**src/rtl/fft_bitrev_reorder.sv**
```systemverilog
// Output reorder buffer for the 32-point SDF FFT.
// Frames arrive in bit-reversed bin order. Each frame is written into one half
// of a ping-pong buffer, using the bit-reversed sample count as the address.
// The completed half is then read linearly, which replays the frame in natural
// bin order as a gap-free 32-cycle burst.
module fft_bitrev_reorder (
    input  logic        clk,
    input  logic        rst,
    input  logic        in_valid,
    input  logic [21:0] data_real_in,
    input  logic [21:0] data_imag_in,
    output logic        out_valid,
    output logic [21:0] data_real_out,
    output logic [21:0] data_imag_out,
    output logic [4:0]  out_index,
    output logic        frame_done
);

    localparam int N     = 32;
    localparam int LOG2N = 5;
    localparam int W     = 22;

    localparam logic [LOG2N-1:0] LAST_IDX = LOG2N'(N - 1);

    typedef enum logic [0:0] {
        RD_IDLE,
        RD_BURST
    } rd_state_t;

    // ------------------------------------------------------------------
    // Write side
    // ------------------------------------------------------------------
    logic [LOG2N-1:0] wr_cnt_reg;
    logic [LOG2N-1:0] wr_addr;
    logic             wr_bank_reg;
    logic             wr_en;
    logic             frame_ready;

    // Both banks share one array: the bank select is the address MSB, so
    // the storage maps onto a single simple dual-port block RAM.
    logic [2*W-1:0]   mem [0:2*N-1];

    genvar gi;
    generate
        for (gi = 0; gi < LOG2N; gi++) begin : g_bitrev
            assign wr_addr[gi] = wr_cnt_reg[LOG2N-1-gi];
        end
    endgenerate

    // Samples that coincide with reset are dropped.
    assign wr_en       = in_valid && !rst;
    assign frame_ready = wr_en && (wr_cnt_reg == LAST_IDX);

    // Write counter and bank pointer; bank flips as each frame completes.
    always_ff @(posedge clk) begin
        if (rst) begin
            wr_cnt_reg  <= '0;
            wr_bank_reg <= 1'b0;
        end else if (wr_en) begin
            wr_cnt_reg <= wr_cnt_reg + 1'b1;
            if (wr_cnt_reg == LAST_IDX) begin
                wr_bank_reg <= !wr_bank_reg;
            end
        end
    end

    // Store the sample at its natural-order slot in the write bank.
    always_ff @(posedge clk) begin
        if (wr_en) begin
            mem[{wr_bank_reg, wr_addr}] <= {data_real_in, data_imag_in};
        end
    end

    // ------------------------------------------------------------------
    // Read side
    // ------------------------------------------------------------------
    rd_state_t        state_reg;
    rd_state_t        state_next;
    logic [LOG2N-1:0] rd_cnt_reg;
    logic [LOG2N-1:0] rd_cnt_next;
    logic             rd_bank_reg;
    logic             rd_bank_next;
    logic             rd_en;
    logic [LOG2N:0]   rd_addr;

    assign rd_addr = {rd_bank_reg, rd_cnt_reg};

    // Read FSM register.
    always_ff @(posedge clk) begin
        if (rst) begin
            state_reg   <= RD_IDLE;
            rd_cnt_reg  <= '0;
            rd_bank_reg <= 1'b0;
        end else begin
            state_reg   <= state_next;
            rd_cnt_reg  <= rd_cnt_next;
            rd_bank_reg <= rd_bank_next;
        end
    end

    // Next-state logic: start a burst on a completed frame, and chain the
    // next burst directly when a frame completes on the last read cycle.
    always_comb begin
        state_next   = state_reg;
        rd_cnt_next  = rd_cnt_reg;
        rd_bank_next = rd_bank_reg;
        rd_en        = 1'b0;
        case (state_reg)
            RD_IDLE: begin
                if (frame_ready) begin
                    state_next   = RD_BURST;
                    rd_bank_next = wr_bank_reg;
                    rd_cnt_next  = '0;
                end
            end
            RD_BURST: begin
                rd_en = 1'b1;
                if (rd_cnt_reg == LAST_IDX) begin
                    rd_cnt_next = '0;
                    if (frame_ready) begin
                        rd_bank_next = wr_bank_reg;
                    end else begin
                        state_next = RD_IDLE;
                    end
                end else begin
                    rd_cnt_next = rd_cnt_reg + 1'b1;
                end
            end
            default: begin
                state_next = RD_IDLE;
            end
        endcase
    end

    // Registered outputs; the RAM read lands directly in the output register,
    // which is cleared whenever no burst is in progress.
    always_ff @(posedge clk) begin
        if (rst) begin
            out_valid     <= 1'b0;
            frame_done    <= 1'b0;
            out_index     <= '0;
            data_real_out <= '0;
            data_imag_out <= '0;
        end else begin
            out_valid  <= rd_en;
            frame_done <= rd_en && (rd_cnt_reg == LAST_IDX);
            out_index  <= rd_en ? rd_cnt_reg : '0;
            if (rd_en) begin
                {data_real_out, data_imag_out} <= mem[rd_addr];
            end else begin
                data_real_out <= '0;
                data_imag_out <= '0;
            end
        end
    end

    // A frame completing mid-burst would overwrite the bank being read.
    a_no_overrun : assert property (@(posedge clk) disable iff (rst)
        !(frame_ready && (state_reg == RD_BURST) && (rd_cnt_reg != LAST_IDX)));

endmodule

```
**config.mk**
```make
export PLATFORM = sky130hd
export DESIGN_NAME = fft_bitrev_reorder
export DESIGN_NICKNAME = d
export VERILOG_FILES = /design/src/rtl/fft_bitrev_reorder.sv
export SDC_FILE = /design/constraint.sdc
export NUM_CORES = 2
export LEC_CHECK = 0
export ABC_AREA = 1
export BUFFER_PORTS_ARGS = -buffer_cell sky130_fd_sc_hd__buf_2
export CAP_MARGIN = 20
export CELL_PAD_IN_SITES_DETAIL_PLACEMENT = 0
export CELL_PAD_IN_SITES_GLOBAL_PLACEMENT = 2
export CORE_MARGIN = 2
export CORE_UTILIZATION = 25
export DETAILED_ROUTE_END_ITERATION = 16
export PLACE_DENSITY = 0.54
export SYNTH_ARGS = -nofsm -noshare
export SYNTH_HDL_FRONTEND = slang
export SYNTH_SLANG_ARGS = --single-unit
```
**constraint.sdc**
```tcl
create_clock -name clk -period 4.15 [get_ports clk]
set_clock_uncertainty 0.1 [all_clocks]
set_input_delay 0.2075 -clock clk [delete_from_list [all_inputs] [get_ports clk]]
set_output_delay 0.2075 -clock clk [all_outputs]
set_load 0.01 [all_outputs]
```
-- Word level (Yosys, flattened, before mapping)
Memory sizes are Yosys's and may differ from the RTL's. A register that Yosys moved wholly into a read port is not among the register bits.
Cells that the tools add are included.
- shift-type cells: 0
- muxes and demuxes: 12
- magnitude comparators: 0
- equality and inequality tests: 4
- multipliers: 0
- reduce and logical (&&, ||, !) cells: 7
- add/subtract/negate cells: 2
- bitwise gates (word level): 2
- div/mod/pow operators: 0
- operators by type and width (kind ; number):
    adder 5 x 1 -> 5 bit (second input constant) ; 2
    == test 5 bit (second input constant) ; 2
    2-to-1 mux 5 bit ; 2
    case mux 5 bit (2 select lines) ; 1
    2-to-1 mux 1 bit ; 7
    case mux 1 bit (2 select lines) ; 2
    logical AND 1 bit ; 3
    logical NOT 1 bit ; 2
    inequality test 2 x 1 -> 1 bit (second input constant) ; 1
    inequality test 2 bit (second input constant) ; 1
    inverter 1 bit ; 2
    AND reduction 2 bit ; 1
    OR reduction 2 bit ; 1
- logic and storage cells: 36
- register bits after elaboration: 20
- output and inout bits: 51
- memories kept: 1
- input bits: 47
- memory bits (writable): 2816
- bits in read-only memories: 0
- bits in latches: 0
- memory list (memory ; depth ; bits a word ; read ports ; clocked after Yosys merged registers in ; write ports ; RTL line ; text):
    mem ; 64 ; 44 ; 1 ; 1 ; 1 ; 41 ; logic [2*W-1:0] mem [0:2*N-1];

-- Depth between registers and ports, before layout
- word-level depth: 6
- gate-level depth with buffers: 13
- gate-level depth less buffers: 11

-- Least setup slack after synthesis
Ideal clock, no wire load.
- kind: input -> register
- start point: input port rst
- end point: memory mem[0][0] (netlist name), enable pin
- arrival time: 2.844 ns
- cell stages on the path: 4
- buffers on the path: 1
- setup slack: 0.760 ns
- cells stage by stage: clkbuf_1 nor2_2 nand4_1 nor2_1
- longest elaborated chain between the ends: 4
- RTL lines (item ; RTL line ; text):
    from (decl) ; 8 ; input logic rst,
    logical NOT 1 bit ; 51 ; assign wr_en = in_valid && !rst;
    logical AND 1 bit ; 51 ;
    2-to-1 mux 1 bit ; 69 ; if (wr_en) begin
    2-to-1 mux 1 bit (implied by the code) ; 70 ; mem[{wr_bank_reg, wr_addr}] <= {data_real_in, data_imag_in};
    to (decl) ; 41 ;
Every way passes these cells.

==> summary.md <==
| Metric | Value |
|---|---|
| Vias per Instance | 4.67 |
| Wire per inst | 27.7 um |
| Synth Flop Type | edfxtp_1 |
| Synthesis Warnings | 0 |
| Largest net degree at the start of global routing | 167 |
| Net Switching | 0.0132 W |
| Crit-path leading delay family | simple AND/OR/NAND/NOR gates |
| Number of H-tree levels | 5 |
| Cell area after synthesis | 0.116 sq mm |
| Initial DRC Count | 7604 |
| Final min period | 3.21 ns |
| Top Registers | mem (2816), data_imag_out (22), data_real_out (22) |
| IO Count | 98 |
| Vias in the first global route | 75000 |
| Clk sinks | 2880 |
| CTS clock-pin slew for the worst setup and hold paths | 0.06 ns |
| Synth top area share | 73.0% |
| Core area | 0.463 sq mm |
| Int Pwr | 0.0492 W |
| Largest register by flop count | mem |
| CP max-delay cell | nand2_8 |
| Die area | 0.469 sq mm |
| Synth cell count leaders | edfxtp_1, nand2_1, nand3_1 |
| Slowest stage delay, CP | 0.50 ns |
| EDFF count, synth | 2816 |
| Drt pass-1 iters | 5 |
| Final wirelength | 454 mm |
| Std cell rows | 250 |
| First-pass GRT wire length | 626 mm |
| Area delta synth->final | 18.4% |
| Critical path startpoint category | flip-flop |
| Net Count, Synth | 9779 |
| Final Net Count | 9999 |
| Via Count | 76700 |
| Max FFs per register | 2816 |
| CTS root buf | clkbuf_16 |
| Synth unique cells | 30 |
| Synth area leaders | edfxtp_1, nand2_1, nand3_1 |
| Initial Utilization | 25.0% |
| Count of max-cap constraint violations | 0 |
| Required time worst endpoint | 4.86 ns |
| Max_slew headroom | 29.9% |
| Initial antenna violation count | 38 |
| Clock latency on the worst-skew pair | 0.96 ns |
| Port-buffer cells | 97 |
| Max Fclk | 0.311 GHz |
| DIE WIDTH | 685 um |
| Sequential fraction of the synthesis area | 74.1% |
| Util after Layout | 29.6% |
| Leakage Power | 48.2 nW |
| Crit. End Element | flip-flop |
| Final setup viols | 0 |
| Sequential power share | 51.2% |
| CP Class | reg -> reg |
| Total power | 0.0624 W |
| Drt drc | 0 |
| Crit path cell chain | inv_8, nand2_8, buf_12, o21ai_0, inv_1, nand3_1, nand3_1, nand2_1, nor2_1, nor2_1, nor2_1 |
| Post-DP HPWL | 231 mm |
| GPL Wtd Cong | 0.749 |
| Peak supply drop | 0.301 mV |
| Arr. time, crit path | 3.93 ns |
| Post-synthesis cell count | 9728 |
| Count leader, synth | edfxtp_1 |
| Largest area contributor in the netlist | edfxtp_1 |
| Switching Share | 21.1% |
| Yosys reg bits | 2880 |
| Die Y | 685 um |
| Post-synth ARST share | 0% |
| DRT antenna net count | 0 |
| HP Class | in -> reg |
| Unrepaired setup endpoints after global routing | false |
| Tightest Pin Transition | 1.05 ns |
| Combinational power share | 1.3% |
| Layout cells sized above 1 | 10.7% |
| CP dominant cell by count | nor2_1 |
| Crit-path max FO | 58 |
| Setup WS pre-CTS | 0.950 ns |
| TNS Setup | 0 ns |
| Slew Viols, Final | 0 |
| GRT Util Overall | 18.9% |
| Worst reg2reg setup slack | 0.94 ns |
| Fill cell count | 47000 |
| Synth Area per Inst | 11.9 sq um |
| Max Root-Sink Buffers | 4 |
| Share of power burned in the clock network | 47.5% |
| Status | finished clean |
| Setup slack after layout | 0.936 ns |
| Final Cycle Share | 77.4% |
| CTS tree | done |
| Hold Fails Final Rpt | 0 |
| Global route overflow | 0 |
| Power Density | 455 mW/mm^2 |
| TritonCTS buffer count | 339 |
| Buf/Inv on CP | 3 |
layer usage:
layer  track usage, %  share of wire [%]  vias up
li1                 -                  -    34500
met1             26.1                 45    39600
met2             31.3                 47     2021
met3             2.37                4.7      560
met4             4.92                2.6        8
met5                0              0.012        -
through the flow:
stage / std cells / hold slack, ns / instance area, sq um
after global routing: 16400 / 0.0255 / 137000
final: 16400 / 0.0353 / 137000
after CTS: 16400 / 0.0527 / 137000
after global placement: 15700 / 0.348 / 125000
after floorplan: 9728 / 0.206 / 116000
after detailed placement: 15700 / 0.345 / 125000
cells in the final DEF, fill, tap and decap left out, types with 25 or more instances in the layout:
cell / instances
a21oi_1: 134
buf_12: 124
buf_2: 97
buf_4: 209
bufinv_16: 25
clkbuf_1: 73
clkbuf_16: 345
clkinv_1: 84
clkinv_2: 53
dfxtp_1: 58
dlygate4sd3_1: 48
edfxtp_1: 2816
inv_1: 404
nand2_1: 2746
nand3_1: 1954
nor2_1: 399
nor2_4: 65
o21ai_0: 316
o21ai_1: 31
or2_2: 114
power by group through the flow:
stage                     Combinational, W  Sequential, W  Clock [W]
after floorplan                   0.000107         0.0326          0
after global placement            0.000711         0.0326          0
after detailed placement          0.000736         0.0326          0
after CTS                         0.000784         0.0320     0.0304
after global routing              0.000883         0.0320     0.0314
final                             0.000814         0.0320     0.0296
timing repair:
action	4_1_cts	5_1_grt
gates resized for setup	0	0
setup buffers	0	0
hold buffers	48	0
hold endpoints to repair	2654	0
path summary, 6_finish.rpt:
check / startpoint / endpoint / depth (start not counted)
hold reg to reg: wr_cnt_reg[2]$_SDFFE_PP0P_ / wr_cnt_reg[2]$_SDFFE_PP0P_ / 2
hold / removal: data_real_in[16] / mem[38][38]$_DFFE_PP_ / 2
setup reg to reg: rd_cnt_reg[0]$_SDFFE_PP0P_ / data_imag_out[10]$_SDFF_PP0_ / 11
setup / recovery: rd_cnt_reg[0]$_SDFFE_PP0P_ / data_imag_out[10]$_SDFF_PP0_ / 11
worst reg2reg max path: stages, from the launching register on:
cell,delay (ns)
dfxtp_4,0.48
inv_8,0.50
nand2_8,0.52
buf_12,0.39
o21ai_0,0.23
inv_1,0.05
nand3_1,0.06
nand3_1,0.10
nand2_1,0.10
nor2_1,0.06
nor2_1,0.37
nor2_1,0.11
cells by family (layout without fill, tap and decap cells):
| group | Yosys count | in the layout | synth area share (%) |
|---|---|---|---|
| and+or+nand+nor | 5300 | 5300 | 19.6 |
| DFF | 2880 | 2880 | 74.1 |
| buffers and inverters | 1012 | 1513 | 3.89 |
| AOI/OAI and AO/OA | 532 | 532 | 2.40 |
| adders and majority gates | 4 | 4 | 0.0432 |
| other | 0 | 22 | 0 |
final cells by class:
cell class              count  area (sq um)  area share [%]
multi-input cells        5836         26000            19.0
flip-flops and latches   2880         85900            62.6
repair buffers            480          5070            3.70
clock inverters           188          1720            1.25
clock buffers             434          9130            6.65
diodes                     22          55.1          0.0401
inverters                 411          1580            1.15
well taps                6174          7720            5.63
(Power assumes the default switching activity.)
